===== config.mk =====
export PLATFORM = sky130hd
export DESIGN_NAME = ifu_prefetch
export DESIGN_NICKNAME = d
export VERILOG_FILES = /design/src/rtl/ifu_prefetch_pkg.sv /design/src/rtl/ifu_fifo.sv /design/src/rtl/ifu_prefetch.sv
export SDC_FILE = /design/constraint.sdc
export NUM_CORES = 1
export LEC_CHECK = 0
export ABC_AREA = 1
export BUFFER_PORTS_ARGS = -buffer_cell sky130_fd_sc_hd__buf_2
export CAP_MARGIN = 20
export CORE_MARGIN = 2
export CORE_UTILIZATION = 55
export CTS_CLUSTER_DIAMETER = 120
export DETAILED_ROUTE_END_ITERATION = 8
export GPL_TIMING_DRIVEN = 0
export PLACE_DENSITY_LB_ADDON = 0.15
export SYNTH_ARGS = -nofsm -noshare
export SYNTH_HDL_FRONTEND = slang
export SYNTH_SLANG_ARGS = --single-unit

===== constraint.sdc =====
create_clock -name clk -period 5.15 [get_ports clk]
set_input_delay 0.7725 -clock clk [delete_from_list [all_inputs] [get_ports clk]]
set_output_delay 0.7725 -clock clk [all_outputs]
set_load 0.05 [all_outputs]

===== src/rtl/ifu_prefetch_pkg.sv =====
// Shared constants and redirect decode for the instruction prefetch unit.
// Holds the default reset PC, instruction width and fetch increment.
package ifu_prefetch_pkg;

    localparam int unsigned IFU_INST_W   = 32;
    localparam int unsigned IFU_PC_INC   = 4;
    localparam logic [31:0] IFU_RESET_PC = 32'h0000_0000;

    typedef enum logic [1:0] {
        RedirNone,
        RedirJump,
        RedirReset
    } redir_e;

    // A debug reset outranks a normal jump when both arrive together.
    function automatic redir_e redir_sel(input logic jtag_reset, input logic jump_en);
        if (jtag_reset) begin
            return RedirReset;
        end
        if (jump_en) begin
            return RedirJump;
        end
        return RedirNone;
    endfunction

endpackage


===== src/rtl/ifu_fifo.sv =====
// Prefetch buffer: DEPTH entries of W bits, occupancy count, synchronous flush.
// Flush wins over push and pop in the same cycle.
module ifu_fifo #(
    parameter int unsigned W     = 64,
    parameter int unsigned DEPTH = 4
) (
    input  logic                         clk,
    input  logic                         rstn,
    input  logic                         flush_i,
    input  logic                         push_i,
    input  logic [W-1:0]                 wdata_i,
    input  logic                         pop_i,
    output logic [W-1:0]                 rdata_o,
    output logic [$clog2(DEPTH+1)-1:0]   count_o,
    output logic                         empty_o
);

    localparam int unsigned PW = $clog2(DEPTH);
    localparam int unsigned CW = $clog2(DEPTH + 1);

    logic [W-1:0]  mem [DEPTH];
    logic [PW-1:0] wptr_q, rptr_q;
    logic [CW-1:0] count_q;
    logic          full, do_push, do_pop;

    assign empty_o = (count_q == '0);
    assign full    = (count_q == CW'(DEPTH));
    assign do_pop  = pop_i && !empty_o;
    // A full buffer still accepts a write when the head leaves in the same cycle.
    assign do_push = push_i && (!full || do_pop);

    assign rdata_o = mem[rptr_q];
    assign count_o = count_q;

    always_ff @(posedge clk or negedge rstn) begin
        if (!rstn) begin
            wptr_q  <= '0;
            rptr_q  <= '0;
            count_q <= '0;
        end else if (flush_i) begin
            wptr_q  <= '0;
            rptr_q  <= '0;
            count_q <= '0;
        end else begin
            if (do_push) begin
                wptr_q <= wptr_q + PW'(1);
            end
            if (do_pop) begin
                rptr_q <= rptr_q + PW'(1);
            end
            unique case ({do_push, do_pop})
                2'b10:   count_q <= count_q + CW'(1);
                2'b01:   count_q <= count_q - CW'(1);
                default: count_q <= count_q;
            endcase
        end
    end

    always_ff @(posedge clk) begin
        if (do_push && !flush_i) begin
            mem[wptr_q] <= wdata_i;
        end
    end

endmodule


===== src/rtl/ifu_prefetch.sv =====
// Instruction prefetch: one outstanding ROM fetch feeding a small buffer to decode.
// Define IFU_BYPASS_EN to forward a fresh ROM word straight to decode when the buffer is empty.
module ifu_prefetch
    import ifu_prefetch_pkg::*;
#(
    parameter int unsigned   AW       = 32,
    parameter int unsigned   DW       = IFU_INST_W,
    parameter int unsigned   DEPTH    = 4,
    parameter logic [AW-1:0] RESET_PC = AW'(IFU_RESET_PC)
) (
    input  logic          clk,
    input  logic          rstn,
    input  logic          jump_en_i,
    input  logic [AW-1:0] jump_addr_i,
    input  logic          jtag_halt_i,
    input  logic          jtag_reset_i,
    output logic          rom_req_o,
    output logic [AW-1:0] rom_addr_o,
    input  logic          rom_gnt_i,
    input  logic          rom_rvalid_i,
    input  logic [DW-1:0] rom_rdata_i,
    output logic          inst_valid_o,
    output logic [DW-1:0] inst_o,
    output logic [AW-1:0] inst_addr_o,
    input  logic          inst_ready_i
);

    localparam int unsigned    CW      = $clog2(DEPTH + 1);
    localparam int unsigned    EW      = DW + AW;
    localparam logic [CW:0]    DEPTH_C = (CW+1)'(DEPTH);

    logic [AW-1:0] pc_q, pc_d, issue_addr_q;
    logic          inflight_q, inflight_d, stale_q, stale_d;
    logic          flush, gnt_fire, accept, push, pop, bypass;
    logic          fifo_empty;
    logic [CW-1:0] fifo_count;
    logic [EW-1:0] fifo_rdata;
    logic [CW:0]   occupancy;
    redir_e        redir;

    assign redir     = redir_sel(jtag_reset_i, jump_en_i);
    assign flush     = (redir != RedirNone);
    // Reserve a slot for the outstanding response so the buffer can never overflow.
    assign occupancy = {1'b0, fifo_count} + {{CW{1'b0}}, inflight_q};
    assign rom_req_o = rstn && !jtag_halt_i && !flush && (occupancy < DEPTH_C);
    assign rom_addr_o = pc_q;
    assign gnt_fire  = rom_req_o && rom_gnt_i;
    // A response with no recorded request (e.g. straight after reset) is ignored.
    assign accept    = rom_rvalid_i && inflight_q && !stale_q;

`ifdef IFU_BYPASS_EN
    assign bypass = fifo_empty && accept;
`else
    assign bypass = 1'b0;
`endif

    assign inst_valid_o = (!fifo_empty || bypass) && !jtag_halt_i;
    assign pop          = inst_valid_o && inst_ready_i && !bypass;
    assign push         = accept && !(bypass && inst_valid_o && inst_ready_i);

    always_comb begin
        inst_o      = '0;
        inst_addr_o = '0;
        if (bypass) begin
            inst_o      = rom_rdata_i;
            inst_addr_o = issue_addr_q;
        end else if (!fifo_empty) begin
            {inst_o, inst_addr_o} = fifo_rdata;
        end
    end

    always_comb begin
        pc_d = pc_q;
        unique case (redir)
            RedirReset: pc_d = RESET_PC;
            RedirJump:  pc_d = jump_addr_i;
            default: begin
                if (gnt_fire) begin
                    pc_d = pc_q + AW'(IFU_PC_INC);
                end
            end
        endcase
        inflight_d = gnt_fire || (inflight_q && !rom_rvalid_i);
        // Anything still outstanding past a redirect is discarded when it lands.
        if (flush) begin
            stale_d = inflight_q && !rom_rvalid_i;
        end else begin
            stale_d = stale_q && !rom_rvalid_i;
        end
    end

    always_ff @(posedge clk or negedge rstn) begin
        if (!rstn) begin
            pc_q         <= RESET_PC;
            issue_addr_q <= '0;
            inflight_q   <= 1'b0;
            stale_q      <= 1'b0;
        end else begin
            pc_q       <= pc_d;
            inflight_q <= inflight_d;
            stale_q    <= stale_d;
            if (gnt_fire) begin
                issue_addr_q <= pc_q;
            end
        end
    end

    ifu_fifo #(
        .W     (EW),
        .DEPTH (DEPTH)
    ) u_fifo (
        .clk     (clk),
        .rstn    (rstn),
        .flush_i (flush),
        .push_i  (push),
        .wdata_i ({rom_rdata_i, issue_addr_q}),
        .pop_i   (pop),
        .rdata_o (fifo_rdata),
        .count_o (fifo_count),
        .empty_o (fifo_empty)
    );

endmodule


==> impl_results.md, run 1 <==
* Status: complete, no violations
* Drt first pass iters at 5
* Die Y at ~160 um
* Synth unique cells at 25
* Final Wtd Congestion at between 0.8 and 0.9
* Warnings from Yosys at 0
* GRT Total Usage at a little over a quarter
* I/O Pins at 170
* Max Fclk at roughly 270 MHz
* Initial Util at between 50% and 60%
* First-pass GRT wire length at 53100 um
* Cell row count at 58
* Detailed placement HPWL at approximately 23000 um
* Crit-path max FO at 10
* Critical Path RT at ~4.4 ns
* Vias in the first global route at just under 10000
* Synth top cells by count: nor2_1, edfxtp_1, nand2_1, o21ai_0, a21oi_1
* Root Driver: clkbuf_16
* Startpoint Class: flop
* Fill cells at about 1900
* Min-delay worst type: in -> async
* Area grow syn2layout at 19.2%
* Endpoints failing setup at 0
* Design area at approximately 16000 um^2
* Setup crit end kind: output port
* Slew Limit Headroom at a little under half
* Remaining global-route overflow at 0
* Cell area after synthesis at 13800 um^2
* Total core area at between 20000 and 25000 um^2
* Die X at 162 um
* Final hold vios at 0
* PostCTS Resize Cnt at 0
* Worst setup margin at approximately 1.5 ns
* Share of Yosys cell area claimed by the top area cell type at between 50% and 60%
* Clk sinks at 329
* Minimum clock period at between 3 and 4 ns
* Yosys reg bits at 329
* Top cells by area, synth: edfxtp_1, dfrtp_1, nor2_1
* Cell with the most instances after synthesis: nor2_1
* Syn Nets at around 1400
* Top_reg_cell synth: edfxtp_1
* Via density at 5.40
* Gate Count Post-Synth at 1327
* DR vias at 10200
* Setup slack after placement at roughly 1.7 ns
* Nets at ~1600
* Share of cells above drive strength 1 at ~15%
* Largest net degree at the start of global routing at 67
* Routed len/inst at 18.1 um
* Largest area contributor in the netlist: edfxtp_1
* Post-DP Area at 15300 um^2
* Htree depth at 2
* Worst-path clk slew at about 0.060 ns
* Number of routed nets with antenna violations at 0
* Postcts setup bufs at 0
* First DRT Iteration DRCs at approximately 950
* Pwr per Cell Area at approximately 380 nW/um^2
* DRC errors left at 0
* Worst-margin pin slew at roughly 0.81 ns
* Synth Area per Inst at roughly 10 um^2
* Final Cycle Share at 70.8%
* Critical path class: reg -> out
* Initial antenna violation count at 0
* Slew Viols, Final at 0
* Post-synth EDFFs at around 260
* WP data arrival at 2.88 ns
* CTS tree: yes
* Worst vdd ir at 226 uV
* Post-synthesis sequential area ratio at between 60 and 70%
* Die area at around 26000 um^2
* RSZ-0062 raised after global routing: no
* Final Skew at around 0.0086 ns
* Final wirelength at roughly 34000 um
* Max Root-Sink Buffers at 3
* Fraction of registers with async set/reset at roughly 22%
* Clk_lat worst skew at approximately 0.50 ns
* Static leakage at 0.00643 uW
* Num CTS Buffers at 34
* MaxCap Viol Count at 0
* I/O Buffers at 169
* Post-CTS Hold Fix Bufs at 0
## layout make-up
cell class              count  area, um^2  area share [%]
repair buffers            178        1040            6.34
clock buffers              46         981            5.96
multi-input cells         873        3850            23.4
clock inverters            14         176            1.07
plain buffers              67         265            1.61
well taps                 330         413            2.51
flip-flops and latches    329        9510            57.8
diodes                      1        2.50          0.0152
inverters                  58         218            1.32
## state kept, by name, indices dropped and copies added (netlist names)
register,cells
inflight_q,1
u_fifo.count_o,3
u_fifo.wptr_q,2
issue_addr_q,32
stale_q,1
rom_addr_o,32
u_fifo.rptr_q,2
u_fifo.mem,256
## final timing paths
path,from,to,slack [ns],cells past startpoint
max in group asynchronous,rstn,u_fifo.count_o[2],4.50,2
hold / removal,rstn,rom_addr_o[9],0.09,1
min in group clk,jump_addr_i[0],rom_addr_o[0],0.48,3
setup reg to reg,u_fifo.count_o[0],u_fifo.mem[3][61],2.44,10
hold reg to reg,issue_addr_q[12],u_fifo.mem[0][12],0.52,0
setup / recovery,u_fifo.rptr_q[0],inst_addr_o[24],1.50,7
## critical path, cell delays in order, from the launching register on
cell and delay [ns]:
dfrtp_1 0.44, inv_1 0.12, buf_2 0.24, clkbuf_1 0.43, clkbuf_1 0.42, o21ai_0 0.16
a21oi_1 0.23, buf_2 0.31
## metrics by stage
stage / total power [uW] / utilization [%] / setup TNS [ns] / hold slack, ns / std cells
after floorplan: 3570 / - / 0 / 0.476 / 1327
after global placement: 3800 / 60.6 / -522.65 / 0.497 / 1826
after detailed placement: 3820 / 61.5 / 0 / 0.510 / 1835
after CTS: 6330 / 66.1 / 0 / 0.0763 / 1895
after global routing: 6500 / 66.1 / 0 / 0.0858 / 1895
final: 6290 / 66.1 / 0 / 0.0932 / 1896
## cells in the final DEF (no fill, tap or decap)
cell type,netlist,routed
clkinvlp_4,0,5
o21ai_1,17,17
dfrtp_1,73,73
inv_1,57,57
clkbuf_16,0,38
a31oi_1,4,4
bufinv_16,0,4
xnor2_1,1,1
nand4_1,3,3
buf_4,3,4
nor3_1,1,1
buf_1,10,10
nor2_1,337,333
buf_2,2,170
nand3_1,31,31
o21ai_0,165,165
buf_12,0,7
clkbuf_1,52,60
nor3_4,1,1
ha_1,5,5
xor2_1,5,5
inv_2,1,1
nand2_4,1,1
a21oi_1,109,109
nand2_1,190,190
clkinv_1,0,5
nor2_4,1,5
diode_2,0,1
fa_1,1,1
edfxtp_1,256,256
or2_2,1,1
buf_16,0,2
## routing by layer
| metal | vias to the layer above | wire length (um) | global-route usage [%] |
|---|---|---|---|
| met2 | 382 | 16900 | 44.3 |
| met3 | 55 | 2380 | 4.10 |
| met4 | 0 | 747 | 7.08 |
| li1 | 4958 | - | - |
| met1 | 4837 | 14400 | 35.7 |
| met5 | - | 0 | 0 |
## where the power goes
part           internal (uW)  switching, uW
combinational            154            509
clock                   1540            985
sequential              2990            118
total                   4680           1610
## cells by family after synthesis
group / share of synthesized area [%]
flip-flops: 68.9
buffers and inverters: 3.50
AND/OR/NAND/NOR: 15.9
XOR/XNOR: 0.380
AO/OA/AOI/OAI: 10.7
adder cells (fa/ha/maj): 0.598
No activity file was read; power rests on OpenSTA's default activity.
==> run 2: changes to the inputs <==
Settings changed: ABC_AREA 1 to 0.
Clock period 5.15 ns to 3.5 ns, I/O delays scaled along.
==> impl_results.md, run 2 <==
* Status: complete, no violations
* Final hold vios at 0
* Worst-path clk slew at 0.06 ns
* Share of Yosys cell area claimed by the top area cell type at between 50 and 60%
* Die X at between 150 and 200 um
* Slew Viols, Final at 0
* Num CTS Buffers at 35
* Warnings from Yosys at 0
* Mux share of post-synthesis cell area at ~13%
* Syn Nets at around 850
* GRT Total Usage at around 22%
* Synth unique cells at 47
* Via density at about 5.7
* Final Skew at about 0.012 ns
* Pwr per Cell Area at between 500 and 600 nW/um^2
* Fill cells at 1664
* Die Y at 160 um
* MaxCap Viol Count at 0
* Post-Place Cells at between 1000 and 1500
* Total core area at ~24000 um^2
* Fraction of registers with async set/reset at between 20% and 30%
* Worst-margin pin slew at roughly 0.85 ns
* DR vias at 7523
* Largest area contributor in the netlist: edfxtp_1
* Final Cycle Share at between 90% and 100%
* Max reg flops at 256
* Clk_lat worst skew at 0.51 ns
* Internal reg-to-reg setup slack at around 0.73 ns
* Design area at around 16000 um^2
* First-pass GRT wire length at between 40000 and 50000 um
* RSZ-0062 raised after global routing: no
* I/O Pins at 170
* Final Util at about two thirds
* Setup crit end kind: output port
* Simple-gate area share of the yosys netlist at under 10%
* Endpoints failing setup at 0
* Detailed placement HPWL at around 18000 um
* Static leakage at between 0.005 and 0.006 uW
* Crit path from: u_fifo.count_o[0]
* Post-synthesis adder-cell area fraction at less than 1%
* Cell with the most instances after synthesis: edfxtp_1
* Post-synthesis compound-gate area fraction at ~2.7%
* Overall Power at slightly above 8000 uW
* CP max-delay cell: clkbuf_1
* Critical Path RT at 2.97 ns
* CP cell instances: nor3_1 > clkbuf_1 > clkbuf_1 > nor2b_1 > buf_2
* Min-delay worst type: in -> reg
* Minimum clock period at roughly 3.3 ns
* Worst r2r src: u_fifo.count_o[0]
* Most common cell on crit path: clkbuf_1
* CTS tree: yes
* Worst vdd ir at 279 uV
* Routed len/inst at 20.7 um
* Top_reg_cell synth: edfxtp_1
* WP data arrival at 2.75 ns
* I/O Buffers at 169
* Crit-path max FO at 10
* Final Wtd Congestion at 0.866
* R2R depth at 6
* Commonest non-fill, non-tap cell in the layout: edfxtp_1
* Final Instance Count excl. Fillers at 1324
* Slew Limit Headroom at ~43%
* Hold Startpoint: rom_rvalid_i
* Die area at roughly 25000 um^2
* Crit-path leading delay family: buffers and inverters
* Clk sinks at around 330
* Largest net degree at the start of global routing at 57
* Nets at ~1100
* Post-DP Area at ~15000 um^2
* Max Root-Sink Buffers at 3
* Max Fclk at ~300 MHz
* Startpoint Class: flop
* Ant diodes at 0
* Top cells by area, synth: edfxtp_1, dfrtp_1, mux4_2
* First DRT Iteration DRCs at around 640
* Combinational family with the most area after synthesis: multiplexers
* CP max stage delay at a little over 0.6 ns
* XOR/XNOR Fraction of Synth Area at under 10%
* Critical path class: reg -> out
* DRC errors left at 0
* Most frequent cells in the layout: edfxtp_1, buf_2, dfrtp_1, nor2b_1, mux4_2
* Synth top cells by count: edfxtp_1, dfrtp_1, nor2b_1, mux4_2, nor2_1
* Share of cells above drive strength 1 at approximately 33%
* Final wirelength at roughly 27000 um
* Drt first pass iters at 5
* Hold-critical path depth at 2
* Initial antenna violation count at 0
* Synth Area per Inst at about 17 um^2
* Root Driver: clkbuf_16
* Post-synth EDFFs at roughly 260
* Initial Util at between 50% and 60%
* Post-synthesis sequential area ratio at between 70% and 80%
* Gate Count Post-Synth at 769
* Hold Path End: stale_q
* Remaining global-route overflow at 0
* Crit path buffers/inverters at 3
* CP Depth at 5
* Most flops, register: u_fifo.mem
* Cell row count at 56
* Yosys reg bits at ~330
* Vias in the first global route at 7614
* Cell area after synthesis at 13300 um^2
* Htree depth at 2
* Number of routed nets with antenna violations at 0
* R2r endpoint: issue_addr_q[29]
* Area grow syn2layout at 18.4%
## run 2: cell types whose count changed after synthesis, sizes merged, moves of 64 or more
cell	previous run	this run
nor2	338	35
a21oi	109	16
nor2b	0	65
nand2	191	33
mux4	0	64
o21ai	182	11
## run 2: final cells by class
cell class | count | area (um^2) | area share (%)
Clock inverter | 14 | 87.6 | 0.555
Inverter | 9 | 33.8 | 0.214
Sequential cell | 329 | 9510 | 60.3
Tap cell | 319 | 399 | 2.53
Multi-Input combinational cell | 391 | 3630 | 23.0
Buffer | 40 | 170 | 1.08
Timing Repair Buffer | 175 | 973 | 6.17
Clock buffer | 47 | 961 | 6.09
## run 2: worst max-delay path by stage
stage,end,slack [ns]
2_1_floorplan,u_fifo.mem[0][0],0.36
3_3_place_gp,u_fifo.mem[2][57],-1.15
3_5_place_dp,issue_addr_q[29],0.36
4_1_cts,inst_addr_o[1],0.12
5_1_grt,inst_addr_o[2],0.03
6_report,inst_addr_o[2],0.22
## run 2: power by group
| group | internal [uW] | leakage (uW) | total (uW) | switching, uW |
|---|---|---|---|---|
| registers | 4340 | 0.00330 | 4460 | 115 |
| clock network | 1930 | 0.000500 | 3380 | 1450 |
| logic | 130 | 0.00193 | 370 | 240 |
## run 2: cell families after synthesis
kind of cell | count (synthesis)
mux | 95
compound gates | 56
fa+ha+maj | 6
simple gates | 208
buf+inv | 49
xor+xnor | 26
flops | 329
## run 2: timing repair
action,in CTS,in global routing
setup endpoints to repair,38,0
hold buffers,1,0
setup buffers,0,0
resized for setup,2,0
hold endpoints to repair,30,0
## run 2: worst register-to-register path: cells and delay by family (launching register included)
kind,cells,cell delay [ns]
DFF,1,0.45
muxes,1,0.38
buffers and inverters,3,1.33
and+or+nand+nor,2,0.51
## run 2: per-layer routing
layer / vias up / global-route usage, % / routed length [um]
met3: 41 / 4.10 / 1760
met4: 0 / 5.91 / 528
met5: - / 0 / 0
met1: 3803 / 31.7 / 12100
met2: 262 / 34.1 / 13000
li1: 3417 / - / -
## run 2: per-stage QoR
stage | hold slack, ns | setup WS (ns) | setup TNS (ns)
2_1_floorplan | 0.229 | 0.361 | 0
3_3_place_gp | 0.493 | -1.15 | -292.86
3_5_place_dp | 0.500 | 0.357 | 0
4_1_cts | 0.196 | 0.116 | 0
5_1_grt | 0.208 | 0.0314 | 0
6_report | 0.215 | 0.225 | 0
==> run 3: changes to the inputs <==
--- a/config.mk
+++ b/config.mk
@@ -8,3 +8,3 @@
 export ABC_AREA = 0
-export BUFFER_PORTS_ARGS = -buffer_cell sky130_fd_sc_hd__buf_2
+export BUFFER_PORTS_ARGS = -buffer_cell sky130_fd_sc_hd__clkbuf_2
 export CAP_MARGIN = 20
==> constraint.sdc (replaced) <==
create_clock -name clk -period 3.5 [get_ports clk]
set_input_delay 0.7 -clock clk [delete_from_list [all_inputs] [get_ports clk]]
set_output_delay 0.7 -clock clk [all_outputs]
set_load 0.05 [all_outputs]
==> impl_results.md, run 3 (synthesis gave the netlist of run 2 again) <==
* I/O Pins at 170
* I/O Buffers at approximately 170
* Most flops, register: u_fifo.mem
* Final Instance Count excl. Fillers at about 1300
* Cell internal pwr at roughly 6800 uW
* DRC errors left at 0
* Share of cells above drive strength 1 at 33.7%
* CTS tree: yes
* Uppermost layer routed: met4
* Pwr per Cell Area at 539 nW/um^2
* Startpoint Class: flop
* Area grow syn2layout at 19.7%
* Remaining global-route overflow at 0
* Critical Path RT at ~2.8 ns
* Cell row count at 56
* Sw Ratio at 20.8%
* Worst r2r src: u_fifo.count_o[1]
* Max Fclk at 303 MHz
* Worst-path clk slew at roughly 0.060 ns
* Max reg flops at roughly 260
* Final wirelength at 26900 um
* WP data arrival at approximately 2.6 ns
* Static leakage at around 0.0058 uW
* R2R depth at 7
* MaxCap Viol Count at 0
* Slew Viols, Final at 0
* Initial Util at between 50% and 60%
* Total core area at around 24000 um^2
* DR vias at between 7000 and 8000
* Min-delay worst type: in -> async
* Setup crit end kind: output port
* First DRT Iteration DRCs at 554
* CP max stage delay at between 0.4 and 0.5 ns
* Most frequent cells in the layout: edfxtp_1, clkbuf_2, dfrtp_1, nor2b_1, mux4_2
* Final Wtd Congestion at 0.846
* Final hold vios at 0
* WL met2 at roughly 13000 um
* Hold slack at between 0.15 and 0.2 ns
* GRT Total Usage at between 20% and 30%
* Crit-path max FO at 10
* Final Skew at 0.0253 ns
* Die Y at around 160 um
* Worst setup margin at 0.196 ns
* RSZ-0062 raised after global routing: no
* Setup slack after placement at between 0.07 and 0.08 ns
* Worst-margin pin slew at ~0.86 ns
* Die X at 160 um
* Num CTS Buffers at 35
* Endpoints failing setup at 0
* CP max-delay cell: nor3_1
* Post-Place Cells at 1262
* Initial antenna violation count at 0
* R2r endpoint: u_fifo.count_o[2]
* Via density at approximately 5.7
* Met1 WL at approximately 12000 um
* Clock power frac at between 40 and 50%
* Number of routed nets with antenna violations at 0
* Detailed placement HPWL at approximately 18000 um
* Flop pwr share at between 50% and 60%
* Htree depth at 2
* Largest net degree at the start of global routing at 57
* Die area at roughly 25000 um^2
* Internal reg-to-reg setup slack at 0.72 ns
* Slew Limit Headroom at between 40% and 50%
* Root Driver: clkbuf_16
* Clk_lat worst skew at 0.51 ns
* Nets at 1058
* Routed len/inst at about 20 um
* First-pass GRT wire length at ~43000 um
* Worst vdd ir at 395 uV
* Most common cell on crit path: clkbuf_2
* CP cell instances: nor3_1 > clkbuf_2 > clkbuf_1 > nor2b_1 > clkbuf_2
* Final Util at around two thirds
* Drt first pass iters at 5
* Clk sinks at about 330
* Combinational share of power at under 10%
* WL met3 at 1820 um
* Final Cycle Share at between 90% and 100%
* Ant diodes at 0
* Max Root-Sink Buffers at 3
* Minimum clock period at 3.30 ns
* Net Sw Power at roughly 1800 uW
* Vias in the first global route at between 7000 and 8000
* Critical path class: reg -> out
* Postcts setup bufs at 0
* Overall Power at roughly 8600 uW
* Status: complete, no violations
* Commonest non-fill, non-tap cell in the layout: edfxtp_1
[run 3: cell count changes in the layout (fill, tap and decap cells not counted), moves of 2 or more]
cell        before  now
clkbuf_8         4    1
clkinv_1         2    4
buf_1            8    5
clkinvlp_4       6    1
bufinv_16        0    5
buf_12           3    0
clkbuf_16       35   37
buf_16           2    5
clkbuf_1        34   31
clkbuf_2         0  174
clkbuf_4         0    4
buf_2          172    1
[run 3: final cells by class]
type / count / area (um^2)
clock buffer: 47 / 973
inverter: 9 / 33.8
fill: 1675 / 7670
buffer: 40 / 188
sequential: 329 / 9510
timing repair buffer: 174 / 986
clock inverter: 16 / 219
tap: 319 / 399
multi-input combinational: 391 / 3630
[run 3: worst max-delay path: cells and delay by family, from the launching register on]
kind / cells / cell delay (ns)
buffers and inverters: 3 / 1.08
flip-flops: 1 / 0.43
AND/OR/NAND/NOR: 2 / 0.56
[run 3: metal layers]
layer | vias up | GRT usage, %
met2 | 289 | 33.5
met3 | 38 | 3.56
li1 | 3415 | -
met1 | 3762 | 32.7
met5 | - | 0
met4 | 0 | 5.04
[run 3: how the worst max path moves through the flow]
stage	start	end	slack (ns)
5_1_grt	u_fifo.rptr_q[0]	inst_o[8]	0.04
3_5_place_dp	rstn	issue_addr_q[29]	0.07
3_3_place_gp	jtag_halt_i	u_fifo.mem[0][57]	-1.32
6_report	u_fifo.count_o[1]	inst_addr_o[2]	0.20
4_1_cts	u_fifo.rptr_q[0]	inst_addr_o[12]	-0.05
2_1_floorplan	jtag_halt_i	u_fifo.mem[0][0]	0.19
[run 3: what timing repair did]
action,CTS,global route
endpoints found under the setup margin,40,50
hold buffers,0,0
resized for setup,4,14
[run 3: through the flow]
stage	TNS [ns]	instance area, um^2
detailed placement	0	14700
CTS	-0.594	15900
global route	0	15900
global placement	-344.41	14600
floorplan	0	13300
finish	0	15900
[run 3: power by group through the flow]
stage                     Clock (uW)  Sequential [uW]  Combinational (uW)
after floorplan                    0             4570                 150
after global placement             0             4530                 358
after CTS                       3840             4460                 372
after detailed placement           0             4540                 370
after global routing            4010             4480                 399
final                           3760             4460                 369
